===== config.mk =====
export PLATFORM = sky130hd
export DESIGN_NAME = muldiv_unit
export DESIGN_NICKNAME = d
export VERILOG_FILES = /design/src/rtl/muldiv_unit.sv
export SDC_FILE = /design/constraint.sdc
export NUM_CORES = 1
export LEC_CHECK = 0
export CAP_MARGIN = 15
export CORE_UTILIZATION = 35
export DETAILED_ROUTE_END_ITERATION = 12
export PLACE_DENSITY_LB_ADDON = 0.25
export SLEW_MARGIN = 20
export SYNTH_ARGS = -nofsm -noshare
export SYNTH_HDL_FRONTEND = slang
export SYNTH_SLANG_ARGS = --single-unit

===== constraint.sdc =====
create_clock -name clk -period 3.5 [get_ports clk]
set_clock_uncertainty 0.05 [all_clocks]
set_input_delay 0.7 -clock clk [delete_from_list [all_inputs] [get_ports clk]]
set_output_delay 0.7 -clock clk [all_outputs]
set_load 0.005 [all_outputs]

===== src/rtl/muldiv_unit.sv =====
// Iterative unsigned MUL/MULH/DIVU/REMU, one bit per cycle; start-to-writeback latency is 33 cycles.
// No queueing: start is taken only when idle, and busy stays high until the one-cycle wb_en pulse.
module muldiv_unit #(
  parameter int XLEN = 32
) (
  input  logic            clk,
  input  logic            rst,
  input  logic            start,
  input  logic [1:0]      op,
  input  logic [XLEN-1:0] src_a,
  input  logic [XLEN-1:0] src_b,
  input  logic [4:0]      dest_sel,
  output logic            busy,
  output logic            wb_en,
  output logic [4:0]      wb_sel,
  output logic [XLEN-1:0] wb_data
);

  localparam logic [1:0] S_IDLE = 2'd0;
  localparam logic [1:0] S_CALC = 2'd1;
  localparam logic [1:0] S_DONE = 2'd2;

  logic [1:0]        state_q, state_d;
  logic [5:0]        cnt_q, cnt_d;
  logic [1:0]        op_q, op_d;
  logic [XLEN-1:0]   b_q, b_d;
  logic [4:0]        sel_q, sel_d;
  logic [2*XLEN-1:0] acc_q, acc_d;
  logic              busy_q, busy_d;
  logic              wb_en_q, wb_en_d;
  logic [4:0]        wb_sel_q, wb_sel_d;
  logic [XLEN-1:0]   wb_data_q, wb_data_d;

  logic [XLEN:0]     mul_sum;
  logic [XLEN:0]     div_trial;
  logic [XLEN:0]     div_diff;

  // acc holds {partial product, remaining multiplier} for MUL and
  // {partial remainder, dividend shifting into quotient} for DIV.
  assign mul_sum   = {1'b0, acc_q[2*XLEN-1:XLEN]} + (acc_q[0] ? {1'b0, b_q} : '0);
  assign div_trial = {acc_q[2*XLEN-1:XLEN], acc_q[XLEN-1]};
  assign div_diff  = div_trial - {1'b0, b_q};

  always_comb begin
    state_d   = state_q;
    cnt_d     = cnt_q;
    op_d      = op_q;
    b_d       = b_q;
    sel_d     = sel_q;
    acc_d     = acc_q;
    wb_en_d   = 1'b0;
    wb_sel_d  = wb_sel_q;
    wb_data_d = wb_data_q;
    case (state_q)
      S_IDLE: begin
        if (start) begin
          op_d    = op;
          b_d     = src_b;
          sel_d   = dest_sel;
          acc_d   = {{XLEN{1'b0}}, src_a};
          cnt_d   = 6'd0;
          state_d = S_CALC;
        end
      end
      S_CALC: begin
        if (!op_q[1]) begin
          acc_d = {mul_sum, acc_q[XLEN-1:1]};
        end else if (!div_diff[XLEN]) begin
          acc_d = {div_diff[XLEN-1:0], acc_q[XLEN-2:0], 1'b1};
        end else begin
          acc_d = {div_trial[XLEN-1:0], acc_q[XLEN-2:0], 1'b0};
        end
        cnt_d = cnt_q + 6'd1;
        if (cnt_q == 6'd31) begin
          state_d = S_DONE;
        end
      end
      S_DONE: begin
        // High half is MULH product or REMU remainder; low half is MUL or DIVU quotient.
        wb_en_d   = 1'b1;
        wb_sel_d  = sel_q;
        wb_data_d = op_q[0] ? acc_q[2*XLEN-1:XLEN] : acc_q[XLEN-1:0];
        state_d   = S_IDLE;
      end
      default: begin
        state_d = S_IDLE;
      end
    endcase
    busy_d = (state_d != S_IDLE);
  end

  always_ff @(posedge clk) begin
    if (rst) begin
      state_q   <= S_IDLE;
      cnt_q     <= 6'd0;
      op_q      <= 2'd0;
      b_q       <= '0;
      sel_q     <= 5'd0;
      acc_q     <= '0;
      busy_q    <= 1'b0;
      wb_en_q   <= 1'b0;
      wb_sel_q  <= 5'd0;
      wb_data_q <= '0;
    end else begin
      state_q   <= state_d;
      cnt_q     <= cnt_d;
      op_q      <= op_d;
      b_q       <= b_d;
      sel_q     <= sel_d;
      acc_q     <= acc_d;
      busy_q    <= busy_d;
      wb_en_q   <= wb_en_d;
      wb_sel_q  <= wb_sel_d;
      wb_data_q <= wb_data_d;
    end
  end

  assign busy    = busy_q;
  assign wb_en   = wb_en_q;
  assign wb_sel  = wb_sel_q;
  assign wb_data = wb_data_q;

endmodule


==> report_table.html, run 1 <==
<table>
<tr><th>Metric</th><th>Value</th></tr>
<tr><th colspan="2">STA</th></tr>
<tr><td>Final max-slew violation count</td><td>0</td></tr>
<tr><td>Tcrit/Tclk final</td><td>94.5%</td></tr>
<tr><td>Fin crit period</td><td>3.31 ns</td></tr>
<tr><td>Setup Viol. Count Final</td><td>0</td></tr>
<tr><td>Final count of hold timing violations</td><td>0</td></tr>
<tr><td>Maximum operating frequency</td><td>302 MHz</td></tr>
<tr><td>Post-route worst hold slack</td><td>0.401 ns</td></tr>
<tr><td>Worst slew margin</td><td>27.8%</td></tr>
<tr><td>Min setup slack post-route</td><td>0.191 ns</td></tr>
<tr><td>Summed negative setup slack over all endpoints</td><td>0 ns</td></tr>
<tr><td>RSZ-0062 raised after global routing</td><td>yes</td></tr>
<tr><td>Slew at the pin with the worst max-slew slack</td><td>1.08 ns</td></tr>
<tr><th colspan="2">Route</th></tr>
<tr><td>Number of remaining DRC errors</td><td>0</td></tr>
<tr><td>Vias/cell</td><td>5.45</td></tr>
<tr><td>Iter 0 DRT Violations</td><td>728</td></tr>
<tr><td>Via total after detailed routing</td><td>9639</td></tr>
<tr><td>Antenna Violating Nets Remaining</td><td>0</td></tr>
<tr><td>Detailed-routing iteration count for the pre-antenna-repair pass</td><td>5</td></tr>
<tr><td>Average wire per standard cell</td><td>17.5 µm</td></tr>
<tr><td>Total wire length</td><td>30900 µm</td></tr>
<tr><th colspan="2">Layout</th></tr>
<tr><td>Layout overhead on the synthesized area</td><td>19.8%</td></tr>
<tr><td>Total inserted antenna cells</td><td>0</td></tr>
<tr><td>Share of the core filled with cells</td><td>42.9%</td></tr>
<tr><td>Area used by sequential logic in the layout</td><td>3010 µm²</td></tr>
<tr><td>Share of layout cells above drive strength 1</td><td>6.35%</td></tr>
<tr><td>Final-stage net count</td><td>1514</td></tr>
<tr><td>Filler Cells Inserted</td><td>2948</td></tr>
<tr><td>Final design instance area without fill</td><td>12400 µm²</td></tr>
<tr><td>Area taken by multi-input logic gates</td><td>6800 µm²</td></tr>
<tr><th colspan="2">Synthesis</th></tr>
<tr><td>Leading post-synthesis cells by cell area</td><td>dfxtp_1 (29%), ha_1 (7.9%), nand2_1 (7.4%)</td></tr>
<tr><td>Syn Inst Count</td><td>1307</td></tr>
<tr><td>Register bit count reported by yosys</td><td>150</td></tr>
<tr><td>Avg Cell Area, Syn</td><td>7.90 µm²</td></tr>
<tr><td>Seq/Total Area, Yosys</td><td>29.1%</td></tr>
<tr><td>Top_reg_cell synth</td><td>dfxtp_1</td></tr>
<tr><td>Syn Std Cell Area</td><td>10300 µm²</td></tr>
<tr><td>Number of enable-type register cells in the synthesized netlist</td><td>0</td></tr>
<tr><td>Top cells by instance count after synthesis</td><td>nand2_1 (203), dfxtp_1 (150), a21oi_1 (118)</td></tr>
<tr><td>Net count after synthesis</td><td>1448</td></tr>
<tr><td>Dominant cell by count in the synthesized netlist</td><td>nand2_1</td></tr>
<tr><td>Distinct cell type count after synthesis</td><td>74</td></tr>
<tr><td>Count of synthesis-stage warnings from yosys</td><td>0</td></tr>
<tr><td>Async SR Flop Fraction</td><td>0%</td></tr>
<tr><td>Yosys top cell by area</td><td>dfxtp_1</td></tr>
<tr><td>Share of the synthesized area in the top cell type</td><td>29.1%</td></tr>
<tr><th colspan="2">Power and ir drop</th></tr>
<tr><td>Total power divided by cell area</td><td>381 nW/µm²</td></tr>
<tr><td>Peak supply drop</td><td>0.305 mV</td></tr>
<tr><td>Static power due to leakage</td><td>4.70 nW</td></tr>
<tr><th colspan="2">CTS</th></tr>
<tr><td>CTS Buf Count</td><td>17</td></tr>
<tr><td>Clock transition at path regs</td><td>0.07 ns</td></tr>
<tr><td>Buffers inserted during post-CTS setup optimization</td><td>0</td></tr>
<tr><td>H-Tree Level Count</td><td>4</td></tr>
<tr><td>Maximum clock insertion buffer count</td><td>2</td></tr>
<tr><td>Clock latency of the later-clocked register in the worst-skew pair</td><td>0.45 ns</td></tr>
<tr><td>Clock tree from TritonCTS</td><td>built</td></tr>
<tr><td>Cell at the root of the clock tree</td><td>clkbuf_16</td></tr>
<tr><td>Sink Count</td><td>150</td></tr>
<tr><th colspan="2">Floorplanning</th></tr>
<tr><td>Core region area</td><td>28900 µm²</td></tr>
<tr><td>Cell Rows</td><td>62</td></tr>
<tr><td>Top-level port count</td><td>113</td></tr>
<tr><td>DIE AREA</td><td>30200 µm²</td></tr>
<tr><td>Die width</td><td>174 µm</td></tr>
<tr><td>Die height</td><td>174 µm</td></tr>
<tr><td>Starting Density</td><td>35.8%</td></tr>
<tr><th colspan="2">Global route</th></tr>
<tr><td>Global-route wire length before repair</td><td>49300 µm</td></tr>
<tr><td>Total congestion overflow after global routing</td><td>0</td></tr>
<tr><td>Overall global routing resource usage</td><td>20.4%</td></tr>
<tr><td>Number of antenna violations at the first check in global routing</td><td>0</td></tr>
<tr><td>Via count of the first global-routing pass</td><td>9230</td></tr>
<tr><td>Maximum number of pins on one net before global-route repair</td><td>68</td></tr>
<tr><th colspan="2">Setup path</th></tr>
<tr><td>Kind of end point of the critical path</td><td>flip-flop</td></tr>
<tr><td>Category of the most critical setup path</td><td>flip-flop to flip-flop</td></tr>
<tr><td>Largest fanout on the critical path</td><td>14</td></tr>
<tr><td>Startpoint of the most critical register-to-register path</td><td>acc_q[31]</td></tr>
<tr><td>Worst endpoint data arrival time</td><td>3.60 ns</td></tr>
<tr><td>Register-to-register setup slack</td><td>0.19 ns</td></tr>
<tr><td>WP data required</td><td>3.79 ns</td></tr>
<tr><td>Endpoint of the lowest-slack register-to-register path</td><td>acc_q[32]</td></tr>
<tr><td>Element type at the critical path start</td><td>flip-flop</td></tr>
<tr><td>Worst reg2reg path depth</td><td>13</td></tr>
<tr><th colspan="2">Hold path</th></tr>
<tr><td>Hold worst-path end</td><td>wb_sel[2]</td></tr>
<tr><td>Worst Hold Launch</td><td>sel_q[2]</td></tr>
<tr><td>Cells on Worst Hold Path</td><td>2</td></tr>
<tr><td>Hold WC Path Type</td><td>flip-flop to flip-flop</td></tr>
<tr><th colspan="2">Placement</th></tr>
<tr><td>Setup slack after placement</td><td>0.123 ns</td></tr>
<tr><td>Post-DP HPWL</td><td>22800 µm</td></tr>
<tr><td>Number of buffers inserted by port buffering</td><td>112</td></tr>
<tr><td>GPL Wtd Cong</td><td>0.897</td></tr>
<tr><td>Standard cell area after detailed placement</td><td>11800 µm²</td></tr>
<tr><th colspan="2">Outcome</th></tr>
<tr><td>Outcome</td><td>complete, no violations</td></tr>
<tr><th colspan="2">Flow run</th></tr>
<tr><td>Maxcap violations</td><td>0</td></tr>
</table>
[cell type report]
cell class,count,area share (%)
Tap cell,384,3.88
Clock inverter,14,1.26
Inverter,51,1.55
Multi-Input combinational cell,1019,55.0
Clock buffer,18,3.47
Sequential cell,150,24.3
Timing Repair Buffer,134,10.6
[routing by layer]
layer	GRT usage, %	up-vias	routed length (µm)
li1	-	4832	-
met3	3.73	53	1400
met5	0	-	0
met2	33.9	232	14400
met4	7.46	0	871
met1	26.1	4522	14200
[flip-flops by register name (all words and copies together) (netlist names)]
register  flops
b_q          32
busy          1
acc_q        64
wb_sel        5
wb_en         1
sel_q         5
op_q          2
state_q       2
wb_data      32
cnt_q         6
[critical path, cell delays in order, from the launching register on]
cell and delay [ns]:
dfxtp_1 0.33, inv_1 0.08, ha_1 0.21, fa_1 0.43
nand2b_1 0.20, a21oi_2 0.22, o211ai_1 0.14, nand2_2 0.19
a31oi_4 0.15, o21ai_4 0.24, xor2_4 0.25, buf_12 0.20
mux2_2 0.35, o221ai_1 0.15
[per-stage QoR]
| step | total power [mW] | std cells |
|---|---|---|
| floorplan | 2.55 | 1307 |
| global placement | 2.85 | 1738 |
| detailed placement | 2.85 | 1738 |
| CTS | 4.74 | 1770 |
| global route | 4.91 | 1770 |
| finish | 4.71 | 1770 |
[cells in the final DEF (no fill, tap or decap), types with 37 or more instances in the layout]
master	count
a211oi_1	68
a21oi_1	118
a311oi_1	37
clkdlybuf4s50_1	111
dfxtp_1	148
ha_1	65
inv_1	51
mux2i_1	61
nand2_1	203
nor2_1	76
nor2b_1	39
[repair_timing]
action / CTS / global route
hold buffers: 0 / 0
resized for setup: 0 / 3
endpoints found under the setup margin: 0 / 4
[logic make-up after synthesis]
kind of cell | share of synthesized area [%]
xor+xnor | 4.68
flops | 29.1
mux | 6.24
fa+ha+maj | 8.26
buf+inv | 5.42
simple gates | 19.5
compound gates | 26.9
[power by group]
group	internal (mW)	total, mW	switching (mW)
clock	1.01	1.90	0.885
sequential	1.77	1.87	0.0925
combinational	0.430	0.948	0.518
total	3.22	4.71	1.50
[how the worst max path moves through the flow]
stage / start / end / slack [ns]
detailed placement: acc_q[0] / acc_q[62] / 0.12
CTS: acc_q[0] / acc_q[62] / 0.11
floorplan: acc_q[0] / acc_q[61] / 0.50
finish: acc_q[31] / acc_q[32] / 0.19
global route: b_q[0] / acc_q[61] / -0.01
global placement: acc_q[0] / acc_q[62] / 0.25
No activity file was read; power rests on OpenSTA's default activity.
==> run 2: changes to the inputs <==
--- a/config.mk
+++ b/config.mk
@@ -6,9 +6,11 @@
 export NUM_CORES = 1
 export LEC_CHECK = 0
 export CAP_MARGIN = 15
+export CORE_ASPECT_RATIO = 1.25
 export CORE_UTILIZATION = 35
 export DETAILED_ROUTE_END_ITERATION = 12
 export PLACE_DENSITY_LB_ADDON = 0.25
+export SETUP_SLACK_MARGIN = 0.15
 export SLEW_MARGIN = 20
 export SYNTH_ARGS = -nofsm -noshare
 export SYNTH_HDL_FRONTEND = slang
==> run 2 against run 1 <==
  * Design area is 1.8% higher
  * Critical endpoint is now acc_q[61]
  * Fmax rose by 3.0%
  * Count of clock-buffer cells in the layout grew 1
  * Total power up 2.7%
  * Largest cell class unchanged
  * First-iteration DRC count is 31% lower
  * Clock power is 5% higher
==> report_table.html, run 2 (synthesis gave the netlist of run 1 again) <==
<table>
<tr><th>Metric</th><th>Value</th></tr>
<tr><th colspan="2">STA</th></tr>
<tr><td>Fin crit period</td><td>3.21 ns (-0.0966 ns)</td></tr>
<tr><td>Final max-slew violation count</td><td>0 (unchanged)</td></tr>
<tr><td>Summed negative setup slack over all endpoints</td><td>0 ns (unchanged)</td></tr>
<tr><td>Final count of hold timing violations</td><td>0 (unchanged)</td></tr>
<tr><td>Maximum operating frequency</td><td>311 MHz (+3.0%)</td></tr>
<tr><td>RSZ-0062 raised after global routing</td><td>no</td></tr>
<tr><td>Min setup slack post-route</td><td>0.287 ns (+0.0966 ns)</td></tr>
<tr><td>Slew at the pin with the worst max-slew slack</td><td>1.12 ns (+0.0331 ns)</td></tr>
<tr><td>Setup Viol. Count Final</td><td>0 (unchanged)</td></tr>
<tr><td>Post-route worst hold slack</td><td>0.398 ns (-0.00268 ns)</td></tr>
<tr><td>Worst slew margin</td><td>25.6% (-2.2 points)</td></tr>
<tr><td>Tcrit/Tclk final</td><td>91.8% (-2.8 points)</td></tr>
<tr><th colspan="2">Route</th></tr>
<tr><td>Via total after detailed routing</td><td>9757 (+1.2%)</td></tr>
<tr><td>Number of remaining DRC errors</td><td>0 (unchanged)</td></tr>
<tr><td>Iter 0 DRT Violations</td><td>501 (-31%)</td></tr>
<tr><td>Antenna Violating Nets Remaining</td><td>0 (unchanged)</td></tr>
<tr><td>Detailed-routing iteration count for the pre-antenna-repair pass</td><td>6 (+1)</td></tr>
<tr><td>Average wire per standard cell</td><td>17.0 µm (-2.8%)</td></tr>
<tr><td>Vias/cell</td><td>5.45 (+0.15%)</td></tr>
<tr><td>Total wire length</td><td>30300 µm (-1.8%)</td></tr>
<tr><th colspan="2">Power and ir drop</th></tr>
<tr><td>Total power divided by cell area</td><td>384 nW/µm² (+0.85%)</td></tr>
<tr><td>Peak supply drop</td><td>0.239 mV (-22%)</td></tr>
<tr><td>Static power due to leakage</td><td>4.81 nW (+2.3%)</td></tr>
<tr><th colspan="2">Flow run</th></tr>
<tr><td>Maxcap violations</td><td>0 (unchanged)</td></tr>
<tr><th colspan="2">Hold path</th></tr>
<tr><td>Worst Hold Launch</td><td>sel_q[0]</td></tr>
<tr><td>Hold WC Path Type</td><td>flip-flop to flip-flop</td></tr>
<tr><th colspan="2">Setup path</th></tr>
<tr><td>Max stage delay cell, worst path</td><td>fa_1</td></tr>
<tr><td>Startpoint of the most critical register-to-register path</td><td>acc_q[0]</td></tr>
<tr><td>Worst endpoint data arrival time</td><td>3.55 ns (-0.05 ns)</td></tr>
<tr><td>CP Cell Sequence</td><td>and2_1 -&gt; ha_2 -&gt; inv_1 -&gt; fa_1 -&gt; nand2b_4 -&gt; a211oi_4 -&gt; o2111ai_2 -&gt; o211a_1 -&gt; o31ai_4 -&gt; a21oi_2 -&gt; a2111oi_1 -&gt; a22o_1</td></tr>
<tr><td>Largest fanout on the critical path</td><td>4 (-10)</td></tr>
<tr><td>Category of the most critical setup path</td><td>flip-flop to flip-flop</td></tr>
<tr><td>WP data required</td><td>3.84 ns (+0.05 ns)</td></tr>
<tr><td>Critical Path Max Stage Delay</td><td>0.43 ns (about the same)</td></tr>
<tr><td>Element type at the critical path start</td><td>flip-flop</td></tr>
<tr><td>Critical path launch point</td><td>acc_q[0]</td></tr>
<tr><td>Kind of end point of the critical path</td><td>flip-flop</td></tr>
<tr><th colspan="2">CTS</th></tr>
<tr><td>Clock latency of the later-clocked register in the worst-skew pair</td><td>0.45 ns (about the same)</td></tr>
<tr><td>Maximum clock insertion buffer count</td><td>2 (unchanged)</td></tr>
<tr><td>Clock transition at path regs</td><td>0.07 ns (about the same)</td></tr>
<tr><td>Sink Count</td><td>150 (unchanged)</td></tr>
<tr><td>CTS Buf Count</td><td>17 (unchanged)</td></tr>
<tr><td>H-Tree Level Count</td><td>4 (unchanged)</td></tr>
<tr><td>Clock tree from TritonCTS</td><td>built</td></tr>
<tr><td>Number of hold buffers added after cts</td><td>0 (unchanged)</td></tr>
<tr><td>Cell at the root of the clock tree</td><td>clkbuf_16</td></tr>
<tr><th colspan="2">Floorplanning</th></tr>
<tr><td>Core region area</td><td>28700 µm² (-0.38%)</td></tr>
<tr><td>Cell Rows</td><td>69 (+11%)</td></tr>
<tr><td>DIE AREA</td><td>30200 µm² (about the same)</td></tr>
<tr><td>Die width</td><td>156 µm (-10%)</td></tr>
<tr><td>Top-level port count</td><td>113 (unchanged)</td></tr>
<tr><td>Starting Density</td><td>35.9% (+0.14 points)</td></tr>
<tr><td>Die height</td><td>194 µm (+12%)</td></tr>
<tr><th colspan="2">Layout</th></tr>
<tr><td>Total inserted antenna cells</td><td>0 (unchanged)</td></tr>
<tr><td>Share of the core filled with cells</td><td>43.8% (+0.94 points)</td></tr>
<tr><td>Filler Cells Inserted</td><td>2885 (-2.1%)</td></tr>
<tr><td>Layout overhead on the synthesized area</td><td>22.0%</td></tr>
<tr><td>Number of standard cells in the final layout excluding fillers</td><td>1789 (+1.1%)</td></tr>
<tr><td>Commonest non-fill, non-tap cells in the layout</td><td>nand2_1 (203), dfxtp_1 (147), a21oi_1 (116)</td></tr>
<tr><td>Most common cell after layout, fill and taps aside</td><td>nand2_1</td></tr>
<tr><td>Register name with the most flops</td><td>acc_q</td></tr>
<tr><td>Final-stage net count</td><td>1528 (+0.92%)</td></tr>
<tr><td>Share of layout cells above drive strength 1</td><td>8.08% (+1.7 points)</td></tr>
<tr><td>Flip-flop count of the largest register after layout</td><td>64 (unchanged)</td></tr>
<tr><th colspan="2">Placement</th></tr>
<tr><td>GPL Wtd Cong</td><td>0.866 (-3.4%)</td></tr>
<tr><td>Number of buffers inserted by port buffering</td><td>112 (unchanged)</td></tr>
<tr><td>Placed cells</td><td>1749 (+0.63%)</td></tr>
<tr><td>Post-DP HPWL</td><td>22100 µm (-2.8%)</td></tr>
<tr><td>Setup slack after placement</td><td>-0.0553 ns (-0.179 ns)</td></tr>
<tr><th colspan="2">Global route</th></tr>
<tr><td>Total congestion overflow after global routing</td><td>0 (unchanged)</td></tr>
<tr><td>Via count of the first global-routing pass</td><td>9308 (+0.85%)</td></tr>
<tr><td>Global-route wire length before repair</td><td>48200 µm (-2.3%)</td></tr>
<tr><td>Number of antenna violations at the first check in global routing</td><td>0 (unchanged)</td></tr>
<tr><td>Maximum number of pins on one net before global-route repair</td><td>105 (+54%)</td></tr>
<tr><td>Overall global routing resource usage</td><td>20.0% (-0.37 points)</td></tr>
<tr><th colspan="2">Outcome</th></tr>
<tr><td>Outcome</td><td>complete, no violations</td></tr>
</table>
run 2: cell types whose count changed in the layout (fill, tap and decap cells not counted), sizes merged:
cell	change
clkinv	+1
inv	-6
buf	+14
bufinv	+3
clkbuf	+1
run 2: path summary, 6_finish.rpt:
| path | cells after the start | slack, ns | to |
|---|---|---|---|
| setup / recovery | 12 | 0.29 | acc_q[61] |
| setup reg to reg | 12 | 0.29 | acc_q[61] |
| hold / removal | 2 | 0.40 | wb_sel[0] |
| hold reg to reg | 2 | 0.40 | wb_sel[0] |
run 2: repair_timing:
action                                  in CTS  in global routing
resized for setup                            2                 20
gates cloned                                 0                  0
setup buffers                                0                  9
pin swaps                                    0                  8
endpoints found under the setup margin       2                 22
run 2: report_power, final:
part           internal, mW  switching [mW]
Sequential             1.77          0.0853
Combinational         0.454           0.531
Clock                  1.21           0.784
run 2: per-stage QoR:
| stage | area [µm²] | total power [mW] |
|---|---|---|
| after floorplan | 10300 | 2.55 |
| after detailed placement | 11800 | 2.85 |
| final | 12600 | 4.84 |
| after global placement | 11800 | 2.84 |
| after global routing | 12600 | 5.04 |
| after CTS | 12400 | 4.84 |
run 2: area by class of cell:
type	instances	area (µm²)	share of cell area, %
clock buffer	19	443	3.52
clock inverter	12	176	1.40
inverter	51	191	1.52
multi-input combinational	1019	6880	54.6
sequential	150	3010	23.9
tap	390	488	3.87
timing repair buffer	148	1420	11.3
run 2: metal layers:
metal	vias to the layer above	wire (µm)	track usage (%)	part of all wire [%]
met5	-	0	0	0
met4	0	714	6.79	2.4
met3	52	1350	3.04	4.4
met2	249	14200	33.4	47
met1	4608	14000	26.1	46
li1	4848	-	-	-
run 2: critical path, delay by kind of cell (launching register included):
kind	cells	cell delay [ns]
flops	1	0.35
buf+inv	1	0.07
compound gates	7	1.75
fa+ha+maj	2	0.63
simple gates	2	0.32
==> run 3: changes to the inputs <==
--- a/config.mk
+++ b/config.mk
@@ -9,6 +9,7 @@
 export CORE_ASPECT_RATIO = 1.25
 export CORE_UTILIZATION = 35
 export DETAILED_ROUTE_END_ITERATION = 12
+export MAX_ROUTING_LAYER = met4
 export PLACE_DENSITY_LB_ADDON = 0.25
 export SETUP_SLACK_MARGIN = 0.15
 export SLEW_MARGIN = 20
==> run 3 against run 2 <==
  * Clock power shrank 5%
  * Count of clock-buffer cells in the layout grew 4
  * Worst setup slack gained 0.016 ns
  * Design area shrank 0.47%
  * First-iteration DRC count grew 15%
  * Critical path depth grew 1
  * Via count shrank 1.9%
  * Worst hold slack gained 0.0031 ns
  * Combinational power is essentially flat
  * Sequential cell count is the same
  * Critical path type unchanged
  * Critical endpoint is now acc_q[32]
==> report_table.html, run 3 (synthesis gave the netlist of run 1 again) <==
<table>
<tr><th>Metric</th><th>Value</th></tr>
<tr><th colspan="2">Outcome</th></tr>
<tr><td>Outcome</td><td>complete, no violations</td></tr>
<tr><th colspan="2">Route</th></tr>
<tr><td>Average wire per standard cell</td><td>17.0 µm (about the same)</td></tr>
<tr><td>Vias/cell</td><td>5.37 (-1.6%)</td></tr>
<tr><td>Total wire length</td><td>30300 µm (-0.28%)</td></tr>
<tr><td>Antenna Violating Nets Remaining</td><td>0 (unchanged)</td></tr>
<tr><td>Via total after detailed routing</td><td>9575 (-1.9%)</td></tr>
<tr><td>Detailed-routing iteration count for the pre-antenna-repair pass</td><td>5 (-1)</td></tr>
<tr><td>Number of remaining DRC errors</td><td>0 (unchanged)</td></tr>
<tr><td>Iter 0 DRT Violations</td><td>577 (+15%)</td></tr>
<tr><th colspan="2">Layout</th></tr>
<tr><td>Final design instance area without fill</td><td>12500 µm² (-0.47%)</td></tr>
<tr><td>Final-stage net count</td><td>1524 (-0.26%)</td></tr>
<tr><td>Commonest non-fill, non-tap cells in the layout</td><td>nand2_1 (203), dfxtp_1 (148), a21oi_1 (117)</td></tr>
<tr><td>Most common cell after layout, fill and taps aside</td><td>nand2_1</td></tr>
<tr><td>Share of layout cells above drive strength 1</td><td>7.53% (-0.54 points)</td></tr>
<tr><td>Total inserted antenna cells</td><td>0 (unchanged)</td></tr>
<tr><td>Layout overhead on the synthesized area</td><td>21.4%</td></tr>
<tr><td>Flip-flop count of the largest register after layout</td><td>64 (unchanged)</td></tr>
<tr><td>Filler Cells Inserted</td><td>2938 (+1.8%)</td></tr>
<tr><td>Share of the core filled with cells</td><td>43.6% (-0.20 points)</td></tr>
<tr><td>Register name with the most flops</td><td>acc_q</td></tr>
<tr><td>Number of standard cells in the final layout excluding fillers</td><td>1784 (-0.28%)</td></tr>
<tr><th colspan="2">STA</th></tr>
<tr><td>Maximum operating frequency</td><td>313 MHz (+0.49%)</td></tr>
<tr><td>Final max-slew violation count</td><td>0 (unchanged)</td></tr>
<tr><td>Summed negative setup slack over all endpoints</td><td>0 ns (unchanged)</td></tr>
<tr><td>Slew at the pin with the worst max-slew slack</td><td>1.10 ns (-0.0128 ns)</td></tr>
<tr><td>Post-route worst hold slack</td><td>0.401 ns (+0.00310 ns)</td></tr>
<tr><td>Tcrit/Tclk final</td><td>91.3% (-0.45 points)</td></tr>
<tr><td>RSZ-0062 raised after global routing</td><td>yes</td></tr>
<tr><td>Final count of hold timing violations</td><td>0 (unchanged)</td></tr>
<tr><td>Worst slew margin</td><td>26.5% (+0.86 points)</td></tr>
<tr><td>Fin crit period</td><td>3.20 ns (-0.0156 ns)</td></tr>
<tr><td>Setup Viol. Count Final</td><td>0 (unchanged)</td></tr>
<tr><td>Min setup slack post-route</td><td>0.303 ns (+0.0156 ns)</td></tr>
<tr><th colspan="2">Power and ir drop</th></tr>
<tr><td>Peak supply drop</td><td>0.300 mV (+25%)</td></tr>
<tr><td>Total net switching power</td><td>1.38 mW (-1.7%)</td></tr>
<tr><td>Total power divided by cell area</td><td>378 nW/µm² (-1.5%)</td></tr>
<tr><td>Total internal power</td><td>3.37 mW (-2.1%)</td></tr>
<tr><td>Logic gate share of total power</td><td>20.8% (+0.4 points)</td></tr>
<tr><td>Switch share</td><td>29.0% (+0.096 points)</td></tr>
<tr><td>Clock network fraction of design power</td><td>39.9% (-1.3 points)</td></tr>
<tr><td>Overall power of the completed layout</td><td>4.74 mW (-2.0%)</td></tr>
<tr><td>Static power due to leakage</td><td>4.77 nW (-0.75%)</td></tr>
<tr><td>Sequential power share</td><td>39.2% (+0.8 points)</td></tr>
<tr><th colspan="2">Placement</th></tr>
<tr><td>Placed cells</td><td>1748 (-0.057%)</td></tr>
<tr><td>Number of buffers inserted by port buffering</td><td>112 (unchanged)</td></tr>
<tr><td>Standard cell area after detailed placement</td><td>11800 µm² (about the same)</td></tr>
<tr><td>GPL Wtd Cong</td><td>0.870 (+0.46%)</td></tr>
<tr><td>Setup slack after placement</td><td>0.185 ns (+0.240 ns)</td></tr>
<tr><td>Post-DP HPWL</td><td>22300 µm (+0.78%)</td></tr>
<tr><th colspan="2">Flow run</th></tr>
<tr><td>Maxcap violations</td><td>0 (unchanged)</td></tr>
<tr><th colspan="2">Setup path</th></tr>
<tr><td>Largest fanout on the critical path</td><td>15 (+11)</td></tr>
<tr><td>Category of the most critical setup path</td><td>flip-flop to flip-flop</td></tr>
<tr><td>Element type at the critical path start</td><td>flip-flop</td></tr>
<tr><td>WP data required</td><td>3.81 ns (-0.03 ns)</td></tr>
<tr><td>Kind of end point of the critical path</td><td>flip-flop</td></tr>
<tr><td>Worst endpoint data arrival time</td><td>3.51 ns (-0.04 ns)</td></tr>
<tr><td>Worst reg2reg path depth</td><td>13 (+1)</td></tr>
<tr><th colspan="2">Global route</th></tr>
<tr><td>Number of antenna violations at the first check in global routing</td><td>0 (unchanged)</td></tr>
<tr><td>Fraction of met3 tracks used by global routing</td><td>3.00% (-0.045 points)</td></tr>
<tr><td>Global-route wire length before repair</td><td>48500 µm (+0.76%)</td></tr>
<tr><td>Met2 usage</td><td>33.5% (+0.18 points)</td></tr>
<tr><td>Peak-usage layer in the global routing report</td><td>met2</td></tr>
<tr><td>Met1 demand-to-capacity share in global routing</td><td>26.6% (+0.57 points)</td></tr>
<tr><td>Overall global routing resource usage</td><td>20.8% (+0.76 points)</td></tr>
<tr><td>Via count of the first global-routing pass</td><td>9344 (+0.39%)</td></tr>
<tr><td>Maximum number of pins on one net before global-route repair</td><td>99 (-5.7%)</td></tr>
<tr><td>Total congestion overflow after global routing</td><td>0 (unchanged)</td></tr>
<tr><th colspan="2">Floorplanning</th></tr>
<tr><td>Starting Density</td><td>35.9% (unchanged)</td></tr>
<tr><td>Core region area</td><td>28700 µm² (unchanged)</td></tr>
<tr><td>Die height</td><td>194 µm (unchanged)</td></tr>
<tr><td>Cell Rows</td><td>69 (unchanged)</td></tr>
<tr><td>DIE AREA</td><td>30200 µm² (unchanged)</td></tr>
<tr><td>Top-level port count</td><td>113 (unchanged)</td></tr>
<tr><td>Die width</td><td>156 µm (unchanged)</td></tr>
<tr><th colspan="2">CTS</th></tr>
<tr><td>CTS Buf Count</td><td>17 (unchanged)</td></tr>
<tr><td>Clock latency of the later-clocked register in the worst-skew pair</td><td>0.44 ns (about the same)</td></tr>
<tr><td>Maximum clock insertion buffer count</td><td>2 (unchanged)</td></tr>
<tr><td>Number of hold buffers added after cts</td><td>0 (unchanged)</td></tr>
<tr><td>Clock transition at path regs</td><td>0.06 ns (about the same)</td></tr>
<tr><td>Clock tree from TritonCTS</td><td>built</td></tr>
<tr><td>H-Tree Level Count</td><td>4 (unchanged)</td></tr>
<tr><td>Sink Count</td><td>150 (unchanged)</td></tr>
<tr><td>Cell at the root of the clock tree</td><td>clkbuf_16</td></tr>
<tr><th colspan="2">Hold path</th></tr>
<tr><td>Hold WC Path Type</td><td>flip-flop to flip-flop</td></tr>
<tr><td>Cells on Worst Hold Path</td><td>2 (unchanged)</td></tr>
</table>
run 3: path summary, 6_finish.rpt:
path	start	to	slack (ns)
worst max-delay path	acc_q[31]	acc_q[32]	0.30
worst min-delay path	sel_q[4]	wb_sel[4]	0.40
worst max register to register	acc_q[31]	acc_q[32]	0.30
worst min register to register	sel_q[4]	wb_sel[4]	0.40
run 3: worst max-delay path, cell delays in order, from the launching register on:
cell and delay, ns:
dfxtp_1 0.32, inv_1 0.08, ha_1 0.23, fa_1 0.42, nand2b_4 0.18, a21oi_4 0.20
o211ai_1 0.14, nand2_2 0.15, a31oi_4 0.17, o21ai_4 0.23, xor2_4 0.26, buf_12 0.20
mux2_2 0.35, o221ai_1 0.13
run 3: power by group through the flow:
stage                     registers (mW)  clock network (mW)  logic [mW]
after CTS                           1.86                1.92       0.955
after global routing                1.87                1.99        1.08
after floorplan                     1.85                   0       0.697
final                               1.86                1.89       0.988
after detailed placement            1.90                   0       0.950
after global placement              1.90                   0       0.941
run 3: final cells by class:
type	count	area, µm²	share of cell area, %
multi-input combinational	1019	6870	54.7
sequential	150	3010	24.0
timing repair buffer	144	1400	11.1
clock buffer	23	498	3.97
tap	390	488	3.89
inverter	51	191	1.53
clock inverter	7	95.1	0.758
run 3: timing repair:
action	CTS	global route
setup endpoints to repair	1	25
pin swaps	0	7
gates resized for setup	1	18
setup buffers	0	6
gates cloned	0	0
endpoints found under the hold margin	0	0
run 3: routing by layer:
metal,vias up,part of all wire [%]
met2,212,47
met1,4479,47
met4,0,1.9
li1,4842,-
met3,42,3.9
met5,-,0
